<file path="config.mk">
export PLATFORM = sky130hd
export DESIGN_NAME = frame_bank_switch_flat
export DESIGN_NICKNAME = d
export VERILOG_FILES = /design/src/rtl/frame_bank_pkg.sv /design/src/rtl/frame_bank_switch_if.sv /design/src/rtl/frame_bank_ptr.sv /design/src/rtl/frame_bank_switch.sv /design/src/flat_wrapper.sv
export SDC_FILE = /design/constraint.sdc
export NUM_CORES = 1
export LEC_CHECK = 0
export CAP_MARGIN = 15
export CORE_UTILIZATION = 45
export DETAILED_ROUTE_END_ITERATION = 10
export PLACE_DENSITY = 0.69
export SYNTH_ARGS = -nofsm -noshare
export SYNTH_HDL_FRONTEND = slang
export SYNTH_HIERARCHICAL = 1
export SYNTH_SLANG_ARGS = --single-unit
</file>
<file path="constraint.sdc">
create_clock -name iCLK -period 6.1 [get_ports iCLK]
set_input_delay 1.22 -clock iCLK [delete_from_list [all_inputs] [get_ports iCLK]]
set_output_delay 1.22 -clock iCLK [all_outputs]
set_load 0.005 [all_outputs]
</file>
<file path="src/rtl/frame_bank_pkg.sv">
// Shared widths, state/decision encodings and sizing helper for the frame bank switch.
// FRAME_LEN_CHECK_EN (optional) enables frame length checking in the switch.
package frame_bank_pkg;

    localparam int unsigned DATA_W_DEF       = 12;
    localparam int unsigned NUM_BANKS_DEF    = 2;
    localparam int unsigned BANK_W_DEF       = 3;
    localparam int unsigned CNT_W_DEF        = 16;
    localparam int unsigned FRAME_PIXELS_DEF = 307200;

    typedef enum logic [1:0] {
        EMPTY = 2'd0,
        FILL  = 2'd1,
        RUN   = 2'd2
    } bankState_e;

    typedef enum logic [1:0] {
        NONE    = 2'd0,
        PUBLISH = 2'd1,
        DROP    = 2'd2
    } decision_e;

    // Minimum bank index width able to address n banks.
    function automatic int unsigned bankWidth(input int unsigned n);
        return (n <= 2) ? 1 : $clog2(n);
    endfunction

endpackage

</file>
<file path="src/rtl/frame_bank_switch_if.sv">
// Pixel-in / bank-out bus of the frame bank switch.
// FRAME_LEN_CHECK_EN adds the oLEN_ERR pulse.
interface frame_bank_switch_if #(
    parameter int unsigned DATA_W    = 12,
    parameter int unsigned NUM_BANKS = 2,
    parameter int unsigned BANK_W    = 3,
    parameter int unsigned CNT_W     = 16
);
    logic [DATA_W-1:0]           iGray;
    logic                        iPIX_VALID;
    logic                        iFRAME_END;
    logic                        iRD_LOCK;
    logic [NUM_BANKS*DATA_W-1:0] oBANK_DATA;
    logic [NUM_BANKS-1:0]        oBANK_WE;
    logic [BANK_W-1:0]           oWR_BANK;
    logic [BANK_W-1:0]           oRD_BANK;
    logic                        oRD_VALID;
    logic                        oFRAME_RDY;
    logic                        oDROP;
    logic [CNT_W-1:0]            oFRAME_CNT;
    logic [CNT_W-1:0]            oDROP_CNT;
`ifdef FRAME_LEN_CHECK_EN
    logic                        oLEN_ERR;
`endif

    modport master (
        output iGray, iPIX_VALID, iFRAME_END, iRD_LOCK,
        input  oBANK_DATA, oBANK_WE, oWR_BANK, oRD_BANK, oRD_VALID,
        input  oFRAME_RDY, oDROP, oFRAME_CNT, oDROP_CNT
`ifdef FRAME_LEN_CHECK_EN
        , input oLEN_ERR
`endif
    );

    modport slave (
        input  iGray, iPIX_VALID, iFRAME_END, iRD_LOCK,
        output oBANK_DATA, oBANK_WE, oWR_BANK, oRD_BANK, oRD_VALID,
        output oFRAME_RDY, oDROP, oFRAME_CNT, oDROP_CNT
`ifdef FRAME_LEN_CHECK_EN
        , output oLEN_ERR
`endif
    );
endinterface

</file>
<file path="src/rtl/frame_bank_ptr.sv">
// Write/read bank pointers, lock check, frame/drop counters and fill-state machine.
// FRAME_LEN_CHECK_EN adds the lenBad input and lenErr pulse.
module frame_bank_ptr
    import frame_bank_pkg::*;
#(
    parameter int unsigned NUM_BANKS = NUM_BANKS_DEF,
    parameter int unsigned BANK_W    = BANK_W_DEF,
    parameter int unsigned CNT_W     = CNT_W_DEF
) (
    input  logic              iCLK,
    input  logic              iRST,
    input  logic              frameEnd,
    input  logic              pixValid,
    input  logic              pixNz,
    input  logic              rdLock,
`ifdef FRAME_LEN_CHECK_EN
    input  logic              lenBad,
    output logic              lenErr,
`endif
    output logic [BANK_W-1:0] wrBank,
    output logic [BANK_W-1:0] rdBank,
    output logic              rdValid,
    output logic              frameRdy,
    output logic              drop,
    output logic [CNT_W-1:0]  frameCnt,
    output logic [CNT_W-1:0]  dropCnt
);

    bankState_e        state, stateNext_c;
    decision_e         dec_c;
    logic [BANK_W-1:0] nextBank_c;
    logic              lenErrNext_c;

    // Frame-end decision and next state.
    always_comb begin
        stateNext_c  = state;
        dec_c        = NONE;
        lenErrNext_c = 1'b0;
        nextBank_c   = (wrBank == BANK_W'(NUM_BANKS - 1)) ? '0 : wrBank + BANK_W'(1);

        if (frameEnd && pixNz && state != EMPTY) begin
`ifdef FRAME_LEN_CHECK_EN
            if (lenBad) begin
                dec_c        = DROP;
                lenErrNext_c = 1'b1;
            end else
`endif
            if (rdValid && rdLock && nextBank_c == rdBank) begin
                dec_c = DROP;
            end else begin
                dec_c = PUBLISH;
            end
        end

        case (state)
            EMPTY:   if (pixValid) stateNext_c = FILL;
            FILL:    if (dec_c == PUBLISH) stateNext_c = RUN;
            RUN:     stateNext_c = RUN;
            default: stateNext_c = EMPTY;
        endcase
    end

    always_ff @(posedge iCLK or posedge iRST) begin
        if (iRST) begin
            state    <= EMPTY;
            wrBank   <= '0;
            rdBank   <= '0;
            rdValid  <= 1'b0;
            frameRdy <= 1'b0;
            drop     <= 1'b0;
            frameCnt <= '0;
            dropCnt  <= '0;
`ifdef FRAME_LEN_CHECK_EN
            lenErr   <= 1'b0;
`endif
        end else begin
            state    <= stateNext_c;
            frameRdy <= (dec_c == PUBLISH);
            drop     <= (dec_c == DROP);
`ifdef FRAME_LEN_CHECK_EN
            lenErr   <= lenErrNext_c;
`endif
            if (dec_c == PUBLISH) begin
                rdBank   <= wrBank;
                wrBank   <= nextBank_c;
                rdValid  <= 1'b1;
                frameCnt <= frameCnt + CNT_W'(1);
            end
            if (dec_c == DROP) begin
                dropCnt <= dropCnt + CNT_W'(1);
            end
        end
    end

`ifndef FRAME_LEN_CHECK_EN
    logic unusedLenErr_c;
    assign unusedLenErr_c = lenErrNext_c;
`endif

endmodule

</file>
<file path="src/rtl/frame_bank_switch.sv">
// N-bank frame-buffer switch: steers pixels into the write bank, publishes completed banks.
// FRAME_LEN_CHECK_EN drops frames whose length differs from FRAME_PIXELS and pulses oLEN_ERR.
module frame_bank_switch
    import frame_bank_pkg::*;
#(
    parameter int unsigned DATA_W       = DATA_W_DEF,
    parameter int unsigned NUM_BANKS    = NUM_BANKS_DEF,
    parameter int unsigned BANK_W       = BANK_W_DEF,
    parameter int unsigned CNT_W        = CNT_W_DEF,
    parameter int unsigned FRAME_PIXELS = FRAME_PIXELS_DEF
) (
    input  logic               iCLK,
    input  logic               iRST,
    frame_bank_switch_if.slave bus
);

    localparam int unsigned PIX_W = $clog2(FRAME_PIXELS + 1) + 1;

    if (BANK_W < bankWidth(NUM_BANKS)) begin : gBadBankW
        $error("BANK_W too narrow for NUM_BANKS");
    end

    logic [PIX_W-1:0]            pixCnt, pixCntNext_c;
    logic [NUM_BANKS*DATA_W-1:0] bankData;
    logic [NUM_BANKS-1:0]        bankWe;
    logic [BANK_W-1:0]           wrBank;
    logic                        pixNz_c;

    // Count includes a pixel arriving together with iFRAME_END.
    always_comb begin
        pixCntNext_c = pixCnt;
        if (bus.iPIX_VALID && pixCnt != '1) pixCntNext_c = pixCnt + PIX_W'(1);
    end
    assign pixNz_c = (pixCntNext_c != '0);

    always_ff @(posedge iCLK or posedge iRST) begin
        if (iRST) begin
            pixCnt   <= '0;
            bankData <= '0;
            bankWe   <= '0;
        end else begin
            pixCnt <= bus.iFRAME_END ? '0 : pixCntNext_c;
            bankWe <= '0;
            if (bus.iPIX_VALID) begin
                bankWe <= NUM_BANKS'(1) << wrBank;
                bankData[wrBank*DATA_W +: DATA_W] <= bus.iGray;
            end
        end
    end

`ifdef FRAME_LEN_CHECK_EN
    logic lenBad_c;
    assign lenBad_c = (pixCntNext_c != PIX_W'(FRAME_PIXELS));
`endif

    frame_bank_ptr #(
        .NUM_BANKS (NUM_BANKS),
        .BANK_W    (BANK_W),
        .CNT_W     (CNT_W)
    ) uPtr (
        .iCLK     (iCLK),
        .iRST     (iRST),
        .frameEnd (bus.iFRAME_END),
        .pixValid (bus.iPIX_VALID),
        .pixNz    (pixNz_c),
        .rdLock   (bus.iRD_LOCK),
`ifdef FRAME_LEN_CHECK_EN
        .lenBad   (lenBad_c),
        .lenErr   (bus.oLEN_ERR),
`endif
        .wrBank   (wrBank),
        .rdBank   (bus.oRD_BANK),
        .rdValid  (bus.oRD_VALID),
        .frameRdy (bus.oFRAME_RDY),
        .drop     (bus.oDROP),
        .frameCnt (bus.oFRAME_CNT),
        .dropCnt  (bus.oDROP_CNT)
    );

    assign bus.oBANK_DATA = bankData;
    assign bus.oBANK_WE   = bankWe;
    assign bus.oWR_BANK   = wrBank;

endmodule
</file>
<file path="src/flat_wrapper.sv">
// flat-port wrapper written by rule: the top's interface ports become plain ports
module frame_bank_switch_flat import frame_bank_pkg::*;
#(
    parameter int unsigned DATA_W       = DATA_W_DEF,
    parameter int unsigned NUM_BANKS    = NUM_BANKS_DEF,
    parameter int unsigned BANK_W       = BANK_W_DEF,
    parameter int unsigned CNT_W        = CNT_W_DEF,
    parameter int unsigned FRAME_PIXELS = FRAME_PIXELS_DEF
)
  (iCLK, iRST, bus_iGray, bus_iPIX_VALID, bus_iFRAME_END, bus_iRD_LOCK, bus_oBANK_DATA, bus_oBANK_WE, bus_oWR_BANK, bus_oRD_BANK, bus_oRD_VALID, bus_oFRAME_RDY, bus_oDROP, bus_oFRAME_CNT, bus_oDROP_CNT);
  frame_bank_switch_if #(.DATA_W(DATA_W), .NUM_BANKS(NUM_BANKS), .BANK_W(BANK_W), .CNT_W(CNT_W)) bus_i ();
  input  logic iCLK;
  input  logic iRST;
  input wire logic [$bits(bus_i.iGray)-1:0] bus_iGray;
  input wire logic [$bits(bus_i.iPIX_VALID)-1:0] bus_iPIX_VALID;
  input wire logic [$bits(bus_i.iFRAME_END)-1:0] bus_iFRAME_END;
  input wire logic [$bits(bus_i.iRD_LOCK)-1:0] bus_iRD_LOCK;
  output wire logic [$bits(bus_i.oBANK_DATA)-1:0] bus_oBANK_DATA;
  output wire logic [$bits(bus_i.oBANK_WE)-1:0] bus_oBANK_WE;
  output wire logic [$bits(bus_i.oWR_BANK)-1:0] bus_oWR_BANK;
  output wire logic [$bits(bus_i.oRD_BANK)-1:0] bus_oRD_BANK;
  output wire logic [$bits(bus_i.oRD_VALID)-1:0] bus_oRD_VALID;
  output wire logic [$bits(bus_i.oFRAME_RDY)-1:0] bus_oFRAME_RDY;
  output wire logic [$bits(bus_i.oDROP)-1:0] bus_oDROP;
  output wire logic [$bits(bus_i.oFRAME_CNT)-1:0] bus_oFRAME_CNT;
  output wire logic [$bits(bus_i.oDROP_CNT)-1:0] bus_oDROP_CNT;
  assign bus_i.iGray = bus_iGray;
  assign bus_i.iPIX_VALID = bus_iPIX_VALID;
  assign bus_i.iFRAME_END = bus_iFRAME_END;
  assign bus_i.iRD_LOCK = bus_iRD_LOCK;
  assign bus_oBANK_DATA = bus_i.oBANK_DATA;
  assign bus_oBANK_WE = bus_i.oBANK_WE;
  assign bus_oWR_BANK = bus_i.oWR_BANK;
  assign bus_oRD_BANK = bus_i.oRD_BANK;
  assign bus_oRD_VALID = bus_i.oRD_VALID;
  assign bus_oFRAME_RDY = bus_i.oFRAME_RDY;
  assign bus_oDROP = bus_i.oDROP;
  assign bus_oFRAME_CNT = bus_i.oFRAME_CNT;
  assign bus_oDROP_CNT = bus_i.oDROP_CNT;
  frame_bank_switch #(.DATA_W(DATA_W), .NUM_BANKS(NUM_BANKS), .BANK_W(BANK_W), .CNT_W(CNT_W), .FRAME_PIXELS(FRAME_PIXELS)) u_core (.iCLK(iCLK), .iRST(iRST), .bus(bus_i));
endmodule
</file>
# == Word level (Yosys, flattened, before mapping) ==
# Index checks and enable logic that the tools add are counted.
# classes
n_mul,1
n_mux,10
n_eq_ne,9
addsub,5
shift,3
n_reduce_logical,9
# op_table
operator,n
2-to-1 mux 20 bit,2
negator 7 -> 34 bit,1
variable shift 12 x 34 -> 24 bit (first input constant),1
indexed part select 12 x 34 -> 24 bit,1
adder 16 x 1 -> 16 bit (second input constant),2
bitwise mux 24 bit,1
adder 20 x 1 -> 20 bit (second input constant),1
!= test 20 bit (second input constant),1
nonzero test 20 bit,1
2-to-1 mux 2 bit,5
case mux 2 bit (3 select lines),1
logical AND 1 bit,5
multiplier 3 x 2 -> 5 bit (second input constant),1
== test 2 x 1 -> 1 bit (second input constant),2
== test 2 bit (second input constant),2
!= test 2 bit (second input constant),2
adder 3 x 1 -> 3 bit (second input constant),1
== test 3 x 1 -> 1 bit (second input constant),1
== test 3 bit,1
2-to-1 mux 3 bit,1
left shift 1 x 3 -> 2 bit (first input constant),1
zero test 2 bit,1
AND reduction 2 bit,1
nonzero test 2 bit,1
# word_totals
ff_bits,89
elab_cells,48
output_inout_bits,67
in_bits,17

# == Logic depth before layout (Yosys ltp) ==
# Gate-level depths: netlist of run 1.
# logic_depth
depth_word,10
ltp_mapped,14
ltp_nobuf,12

# == By module ==
# The synthesis of run 1 kept the hierarchy.
# by_module_without_submodules
mod,seq_area_each_um2,n_inst,area_per_inst_um2,cells_per_inst
frame_bank_switch,1151.1,1,3178.0,356
frame_bank_ptr,1076.0,1,2148.3,198

# == Least setup slack after synthesis of run 1 ==
# No wires, ideal clock.
# synth_timing
path_type,input-to-reg
startpoint,input bus_iPIX_VALID
endpoint,register u_core.uPtr.dropCnt[6]
slack_ps,2571
t_arrival_ps,3389
n_path_buf,2
required_time_ps,5961
cell_stages,12
setup_ps,139
cell_sequence,clkbuf_2 > and4_1 > nand2_1 > nor3_2 > a31oi_1 > nor4b_1 > nand4_1 > nand2_1 > or2_0 > clkbuf_1 > nor4b_1 > xor2_1
# synth_via
elab_chain_len,7
# synth_rtl
item,line_no,rtl
from (decl),flat_wrapper.sv:15,input wire logic [$bits(bus_i.iPIX_VALID)-1:0] bus_iPIX_VALID;
logical AND 1 bit,frame_bank_switch.sv:32,if (bus.iPIX_VALID && pixCnt != '1) pixCntNext_c = pixCnt + PIX_W'(1);
2-to-1 mux 20 bit,frame_bank_switch.sv:32,
nonzero test 20 bit,frame_bank_switch.sv:34,assign pixNz_c = (pixCntNext_c != '0);
net u_core.pixNz_c,frame_bank_switch.sv:27,logic pixNz_c;
logical AND 1 bit (2 in a row),frame_bank_ptr.sv:41,if (frameEnd && pixNz && state != EMPTY) begin
2-to-1 mux 2 bit,frame_bank_ptr.sv:41,
== test 2 bit,frame_bank_ptr.sv:89,if (dec_c == DROP) begin
to (signal assigned),frame_bank_ptr.sv:90,dropCnt <= dropCnt + CNT_W'(1);
to (decl),frame_bank_ptr.sv:26,output logic [CNT_W-1:0] dropCnt
# The timed path passes the listed nets, and every way through them passes these cells.
# A chain may end at the register's enable or synchronous reset.

# == Worst setup path in the final report of run 1 ==
# layout_timing
startpoint,input bus_iPIX_VALID
endpoint,register u_core.uPtr.dropCnt[1]
# The elaborated chain is that of the path after synthesis.

==> results of run 1 <==
worst paths after layout:
path	endpoint	slack, ps	startpoint
worst min-delay path	u_core/uPtr/frameCnt[15]	480	u_core/uPtr/frameCnt[15]
worst max-delay path	u_core/uPtr/dropCnt[1]	1670	bus_iPIX_VALID
worst max register to register	u_core/bus.oBANK_DATA[5]	2010	u_core/uPtr/wrBank[1]
min in group asynchronous	u_core/uPtr/dropCnt[1]	1340	iRST
max in group asynchronous	u_core/bus.oBANK_DATA[3]	4330	iRST
worst min register to register	u_core/uPtr/frameCnt[15]	480	u_core/uPtr/frameCnt[15]
placed cells by master, fill, tap and decap left out, drive strengths merged, types with 2 or more instances in the layout:
master	instances
o21ai	10
buf	6
clkdlybuf4s50	83
and2	3
a211oi	3
inv	20
clkinv	4
o22ai	6
nor2b	3
nand3	21
a31oi	6
a21oi	20
dfrtp	89
and3	22
a21boi	2
xnor2	27
nand2b	4
nor4b	5
o211ai	2
a32oi	3
a41oi	2
nor2	42
a31o	4
o31ai	10
o2111ai	2
nand3b	2
nor4	12
and4	7
mux2i	8
xor2	31
clkbuf	9
nor3	24
nand4	31
mux2	27
nand2	49
ha	10
routing by layer:
metal	part of all wire	up-vias	GRT usage	wire, um
met5	0	-	0	0
met4	0.0074	0	0.0667	93
met3	0.063	8	0.0727	797
met2	0.46	131	0.316	5740
met1	0.47	2161	0.295	5920
li1	-	2144	-	-
area by class of cell:
class / count / area share
inverters: 18 / 0.0104
clock inverters: 7 / 0.0111
clock buffers: 9 / 0.0345
multi-input cells: 415 / 0.441
repair buffers: 89 / 0.134
flip-flops and latches: 89 / 0.341
well taps: 143 / 0.0274
kinds of logic after synthesis:
group | Yosys count | synth area share
AOI/OAI and AO/OA | 80 | 0.108
xor gates and xnor gates | 58 | 0.0954
adders and majority gates | 11 | 0.0272
buffers and inverters | 50 | 0.0420
DFF | 89 | 0.418
muxes | 35 | 0.0721
and+or+nand+nor | 231 | 0.237
power groups by stage:
| stage | sequential (mW) | combinational [mW] | clock [mW] |
|---|---|---|---|
| finish | 0.813 | 1.31 | 0.547 |
| global route | 0.835 | 1.44 | 0.595 |
| CTS | 0.815 | 1.31 | 0.570 |
| detailed placement | 0.825 | 1.30 | 0 |
| global placement | 0.820 | 1.28 | 0 |
| floorplan | 0.812 | 0.904 | 0 |
per-stage QoR:
step / hold WS [ps] / total power [mW]
3_3_place_gp: 464 / 2.10
2_1_floorplan: 465 / 1.72
3_5_place_dp: 473 / 2.13
6_report: 484 / 2.67
4_1_cts: 491 / 2.69
5_1_grt: 505 / 2.87
sequential cells by signal, summed over array words and instances, names as in the netlist, 2 cells and up:
signal and flops:
u_core/bus.oBANK_DATA 24, u_core/uPtr/state 2, u_core/bus.oBANK_WE 2, u_core/uPtr/dropCnt 16, u_core/uPtr/wrBank 3, u_core/uPtr/frameCnt 16
u_core/uPtr/rdBank 3, u_core/pixCnt 20
==> flow_summary.ini, run 1 <==
[power]
switching_share = 0.415
power_switching_mw = 1.11
cellPowerDensity_mw_per_mm2 = 410
p_comb_frac = 0.491
p_leak_nw = 2.83
internal-power_mw = 1.57
clkPwrFrac = 0.205
seq_power_share = 0.304
vdd_ir_drop_max_uv = 256

[global_route]
grt.total_usage = 0.214
grt_pass1_wl_um = 21200
grt.overflow.total = 0
grt_max_degree = 47
antenna_found_initial = 0
grt_pass1_vias = 4315

[critical_path]
worst-path-max-fanout = 15
startpoint_type = input port
worstPathRequired_ps = 6340
cpMostUsedCell = nand2_1
max_stage_delay_ps = 730
critPathBufInv = 2
worstSetupPathDepth = 12
crit_chain = clkdlybuf4s50_1 > and4_1 > nand2_1 > nor3_2 > a31oi_1 > nor4b_1 > nand4_1 > nand2_1 > or2_0 > buf_4 > nor2_1 > mux2_2
crit_type = in -> reg
rr_worst_depth = 10
crit_path_end_kind = register
cp_top_family = simple AND/OR/NAND/NOR gates
slowest_stage = clkdlybuf4s50_1
arrival_ps = 4660

[timing]
finalHoldViolCount = 0
worst_pin_slew_ps = 933
post-route-period-util = 0.726
rsz0062_at_grt = false
setup_viol = 0
fin_crit_ps = 4430
tns_ps = 0
slew_violations = 0
relSlewSlack = 0.376
finalClockSkew_ps = 4.97
fin_ws_ps = 1670
fmax_mhz = 226

[placement]
portBuffers = 83
dp_hpwl_um = 8920
dpl.cell_count = 754
postPlaceCellArea_mm2 = 0.00622
gp_congestion = 0.862
dp_slack_ps = 1320

[detailed_routing]
first_pass_iters = 5
drc = 0
vias = 4444
final_antenna_net_count = 0
drt-initial-drc-count = 238
routed_wl_um = 12600
via_per_inst = 5.77
wire_per_inst_um = 16.3

[cells_and_area]
final_layout_size_suffix_gt1_frac = 0.0957
fillers = 1042
seqCellArea_mm2 = 0.00223
diodes = 0
final_util = 0.569
design_area_mm2 = 0.00652
nets = 650
synthToLayoutAreaGrowth_pct = 22.5
fin_cells = 770
multi_input_area_mm2 = 0.00288

[cts]
clkSinkCount = 89
htree_levels = 3
path_clk_slew_ps = 70
clk_latency_ps = 350
cts_resized = 0
root_buffer = clkbuf_16
post_cts_buffers = 0
numCtsBuffers = 9
cts_max_path_buffers = 2
hold_buffers = 0
cts_tree = built

[synthesis]
yosysMostFrequentCell = dfrtp_1
synth_edf_count = 0
ys.flop_type = dfrtp_1
yosysTopAreaCellShare = 0.418
synth_area_leader_cell = dfrtp_1
synth_warnings = 6
syn-cell-area_mm2 = 0.00533
synth_cells = 554
async_flop_share = 1.00
ys_types = 64
synth_fp_nets = 582
syn_avg_cell_area_um2 = 9.61
yosys-top-cells-count = dfrtp_1, nand2_1, nor2_1
yosysSeqAreaShare = 0.418
synth_area_leaders = dfrtp_1, xor2_1, mux2_2
ys_ff_latch = 89

[floorplanning]
ios = 84
die_area_mm2 = 0.0123
die_y_um = 111
core_area_mm2 = 0.0115
dieWidth_um = 111
num_rows = 39
start_util = 0.464

[run]
drv_cap = 0

[min_path]
hold_class = reg -> reg
hold_depth = 1

[run_status]
status = finished, final reports clean
Power figures use the tool's default switching activity.
==> run 2, diff against run 1 <==
==> constraint.sdc (replaced) <==
create_clock -name iCLK -period 4.3 [get_ports iCLK]
set_input_delay 0.86 -clock iCLK [delete_from_list [all_inputs] [get_ports iCLK]]
set_output_delay 0.86 -clock iCLK [all_outputs]
set_load 0.005 [all_outputs]
==> run 2 against run 1 <==
  * Final cell count is 0.26% higher
  * Critical path type is now reg -> reg
  * Worst hold slack got worse by 8.8 ps
  * Critical endpoint is now u_core/bus.oBANK_DATA[5]
  * Non-clock buffer count up 5
  * Via count down 0.32%
==> flow_summary.ini, run 2 (synthesis gave the netlist of run 1 again) <==
[min_path]
hold_class = reg -> reg

[cts]
cts_tree = built
path_clk_slew_ps = 60
cts_max_path_buffers = 2
root_buffer = clkbuf_16
clkSinkCount = 89
numCtsBuffers = 9
post_cts_buffers = 0
htree_levels = 3
cts_resized = 0
clk_latency_ps = 350
hold_buffers = 0

[cells_and_area]
diodes = 0
design_area_mm2 = 0.00654
fillers = 970
multi_input_area_mm2 = 0.00288
largest_register_ffs = 24
mostFrequentLayoutCells = dfrtp_1, clkdlybuf4s50_1, nand2_1
synthToLayoutAreaGrowth_pct = 22.7
final_util = 0.570
final_layout_size_suffix_gt1_frac = 0.0986
layout_commonest_cell = dfrtp_1
nets = 655
seqCellArea_mm2 = 0.00223

[critical_path]
slowest_stage = dfrtp_1
startpoint_type = register
crit_type = reg -> reg
worst-path-max-fanout = 18
critPathBufInv = 1
cpMostUsedCell = ha_1
arrival_ps = 4060
max_stage_delay_ps = 710
crit_path_end_kind = register
r2r_setup_slack_ps = 470
crit_chain = ha_1 > fa_1 > nor2_1 > nand2_1 > ha_1 > nor4_1 > nand4_1 > inv_1 > a31o_1 > mux2_1
cp_top_family = adder cells
worstPathRequired_ps = 4530

[timing]
worst_pin_slew_ps = 928
rsz0062_at_grt = false
post-route-period-util = 0.891
tns_ps = 0
setup_viol = 0
finalHoldViolCount = 0
fmax_mhz = 261
relSlewSlack = 0.379
fin_crit_ps = 3830
finalClockSkew_ps = 7.66
fin_ws_ps = 470
slew_violations = 0

[floorplanning]
start_util = 0.464
dieWidth_um = 111
die_y_um = 111
num_rows = 39
die_area_mm2 = 0.0123
core_area_mm2 = 0.0115
ios = 84

[global_route]
grt.total_usage = 0.208
grt_pass1_vias = 4095
grt_max_degree = 47
grt_pass1_wl_um = 20700
grt.overflow.total = 0
antenna_found_initial = 0

[detailed_routing]
final_antenna_net_count = 0
vias = 4430
drc = 0
routed_wl_um = 12400
wire_per_inst_um = 16.1
first_pass_iters = 7
via_per_inst = 5.74
drt-initial-drc-count = 268

[power]
cellPowerDensity_mw_per_mm2 = 586
vdd_ir_drop_max_uv = 377
total_power_mw = 3.83
p_leak_nw = 2.85

[run_status]
status = finished, final reports clean

[placement]
postPlaceCellArea_mm2 = 0.00626
portBuffers = 83
gp_congestion = 0.899
dp_slack_ps = 336
dp_hpwl_um = 8650

[run]
drv_cap = 0
-- run 2: cell count changes in the layout (fill, tap and decap cells not counted), moves of 2 or more --
| cell | change |
|---|---|
| buf_4 | +5 |
| clkinv_2 | +2 |
| inv_6 | -2 |
| inv_8 | -2 |
-- run 2: worst paths after layout --
kind,start,end,depth (start not counted)
setup / recovery,u_core/uPtr/wrBank[1],u_core/bus.oBANK_DATA[5],10
hold / removal,u_core/uPtr/dropCnt[15],u_core/uPtr/dropCnt[15],1
setup reg to reg,u_core/uPtr/wrBank[1],u_core/bus.oBANK_DATA[5],10
hold reg to reg,u_core/uPtr/dropCnt[15],u_core/uPtr/dropCnt[15],1
max in group asynchronous,iRST,u_core/bus.oBANK_DATA[1],3
min in group asynchronous,iRST,u_core/uPtr/dropCnt[0],3
-- run 2: where the power goes --
group	internal (mW)	total, mW	switching (mW)
logic	0.852	1.91	1.06
clock network	0.438	0.757	0.318
registers	0.993	1.16	0.164
total	2.28	3.83	1.54
-- run 2: area by class of cell --
cell class,count,share of cell area
inverter,18,0.0103
timing repair buffer,94,0.140
sequential,89,0.341
clock buffer,9,0.0345
tap,143,0.0274
multi-input combinational,415,0.440
clock inverter,4,0.00728
-- run 2: routing by layer --
layer	track usage	up-vias	share of wire
met5	0	-	0
met4	0.0853	0	0.018
met3	0.0355	17	0.050
met2	0.305	139	0.46
met1	0.302	2110	0.47
li1	-	2164	-
-- run 2: stage by stage --
| step | hold WS [ps] | std cells |
|---|---|---|
| global route | 511 | 772 |
| floorplan | 465 | 554 |
| detailed placement | 464 | 759 |
| CTS | 481 | 772 |
| finish | 476 | 772 |
| global placement | 459 | 759 |
==> run 3, diff against run 2 <==
--- a/config.mk
+++ b/config.mk
@@ -6,9 +6,8 @@
 export NUM_CORES = 1
 export LEC_CHECK = 0
 export CAP_MARGIN = 15
-export CORE_UTILIZATION = 45
+export CORE_UTILIZATION = 30
 export DETAILED_ROUTE_END_ITERATION = 10
-export PLACE_DENSITY = 0.69
 export SYNTH_ARGS = -nofsm -noshare
 export SYNTH_HDL_FRONTEND = slang
 export SYNTH_HIERARCHICAL = 1
==> run 3 against run 2 <==
  * Count of clock-buffer cells in the layout grew 1
  * Critical path depth increased by 2
  * Register-to-register slack better by 50 ps
  * Clock skew hardly changed
  * Die area is 49% higher
  * First-iteration DRC count increased by 0.75%
  * Worst hold slack lost 1.8 ps
  * Critical path type unchanged
  * Largest power group unchanged
==> flow_summary.ini, run 3 (synthesis gave the netlist of run 1 again) <==
[timing]
finalHoldViolCount = 0
slew_violations = 0
fmax_mhz = 264
post-route-period-util = 0.880
rsz0062_at_grt = false
tns_ps = 0
setup_viol = 0
fin_crit_ps = 3780
hold_ws_ps = 474
relSlewSlack = 0.447
worst_pin_slew_ps = 826
finalClockSkew_ps = 7.89

[detailed_routing]
via_per_inst = 5.27
drt-initial-drc-count = 270
routed_wl_um = 13300
first_pass_iters = 4
drc = 0
final_antenna_net_count = 0
wire_per_inst_um = 15.5
vias = 4520

[critical_path]
crit_chain = buf_4 > fa_1 > xor2_1 > nor2_1 > nand2_1 > ha_1 > buf_4 > nor4_1 > nand4_1 > inv_1 > a31o_1 > mux2_1
arrival_ps = 4000
crit_end = u_core/bus.oBANK_DATA[7]
rr_worst_depth = 12
startpoint = u_core/uPtr/wrBank[1]
crit_type = reg -> reg
r2r_setup_slack_ps = 520
r2r-start = u_core/uPtr/wrBank[1]
max_stage_delay_ps = 500
worstPathRequired_ps = 4520
crit_path_end_kind = register
worst-path-max-fanout = 18
cpMostUsedCell = buf_4
startpoint_type = register
r2r_end = u_core/bus.oBANK_DATA[7]
slowest_stage = dfrtp_1

[placement]
portBuffers = 83
dp_hpwl_um = 9420
gp_congestion = 0.889

[floorplanning]
num_rows = 48
die_area_mm2 = 0.0183
start_util = 0.308
die_y_um = 135
ios = 84
core_area_mm2 = 0.0173
dieWidth_um = 135

[global_route]
grt_pass1_wl_um = 22300
top_usage_layer = met2
antenna_found_initial = 0
grt_max_degree = 47
grt.overflow.total = 0
gr-usage-met1 = 0.214
use_met2 = 0.230
grt_pass1_vias = 4389
grt.total_usage = 0.153
grtUsageMet3 = 0.0355

[cts]
path_clk_slew_ps = 70
clk_latency_ps = 350
cts_tree = built
numCtsBuffers = 9
clkSinkCount = 89
post_cts_buffers = 0
root_buffer = clkbuf_16
cts_resized = 0
cts_max_path_buffers = 2
htree_levels = 3
hold_buffers = 0

[cells_and_area]
layout_commonest_cell = dfrtp_1
synthToLayoutAreaGrowth_pct = 25.0
largest_register_ffs = 24
final_layout_size_suffix_gt1_frac = 0.104
mostFrequentLayoutCells = dfrtp_1, clkdlybuf4s50_1, nand2_1
fillers = 1717
nets = 656
diodes = 0

[min_path]
hold_class = reg -> reg

[power]
vdd_ir_drop_max_uv = 307
cellPowerDensity_mw_per_mm2 = 575
p_leak_nw = 2.85

[run]
drv_cap = 0

[run_status]
status = finished, final reports clean
[run 3: routing by layer]
metal	vias up	wire, um
met4	0	201
met1	2196	6430
met2	145	5980
met3	16	728
li1	2163	-
met5	-	0
[run 3: cell type report]
| class | instances | area (um^2) | area share |
|---|---|---|---|
| clock buffer | 10 | 229 | 0.0344 |
| inverter | 18 | 67.6 | 0.0101 |
| tap | 225 | 282 | 0.0423 |
| multi-input combinational | 415 | 2880 | 0.432 |
| sequential | 89 | 2230 | 0.334 |
| timing repair buffer | 95 | 933 | 0.140 |
| clock inverter | 6 | 45.0 | 0.00676 |
[run 3: stage by stage]
step,util,total power [mW],setup slack (ps),area (um^2),instances
2_1_floorplan,-,2.43,879,5330,554
3_3_place_gp,0.368,3.04,355,6360,841
3_5_place_dp,0.368,3.09,256,6360,841
4_1_cts,0.384,3.85,500,6640,857
5_1_grt,0.385,4.13,228,6660,858
6_report,0.385,3.83,517,6660,858
[run 3: worst min-delay path by stage]
| stage | from | cells after the start | endpoint | slack, ps |
|---|---|---|---|---|
| global placement | u_core/uPtr/dropCnt[15] | 1 | u_core/uPtr/dropCnt[15] | 460 |
| CTS | u_core/bus.oBANK_DATA[1] | 2 | u_core/bus.oBANK_DATA[1] | 480 |
| global route | u_core/bus.oBANK_DATA[0] | 2 | u_core/bus.oBANK_DATA[0] | 500 |
| floorplan | u_core/uPtr/dropCnt[15] | 1 | u_core/uPtr/dropCnt[15] | 460 |
| detailed placement | u_core/bus.oBANK_DATA[1] | 2 | u_core/bus.oBANK_DATA[1] | 470 |
| finish | u_core/bus.oBANK_DATA[1] | 2 | u_core/bus.oBANK_DATA[1] | 470 |
[run 3: power by group]
group	internal (mW)	total (mW)	switching (mW)	leakage (nW)
clock	0.393	0.734	0.341	0.125
combinational	0.855	1.94	1.08	1.54
sequential	0.993	1.16	0.164	1.19
total	2.24	3.83	1.59	2.85
[run 3: worst max-delay path: cells and delay by family, from the launching register on]
kind            cells  cell delay, ps
fa+ha+maj           2             710
buf+inv             3             630
flops               1             500
mux                 1             350
xor+xnor            1             170
compound gates      1             250
simple gates        4            1040
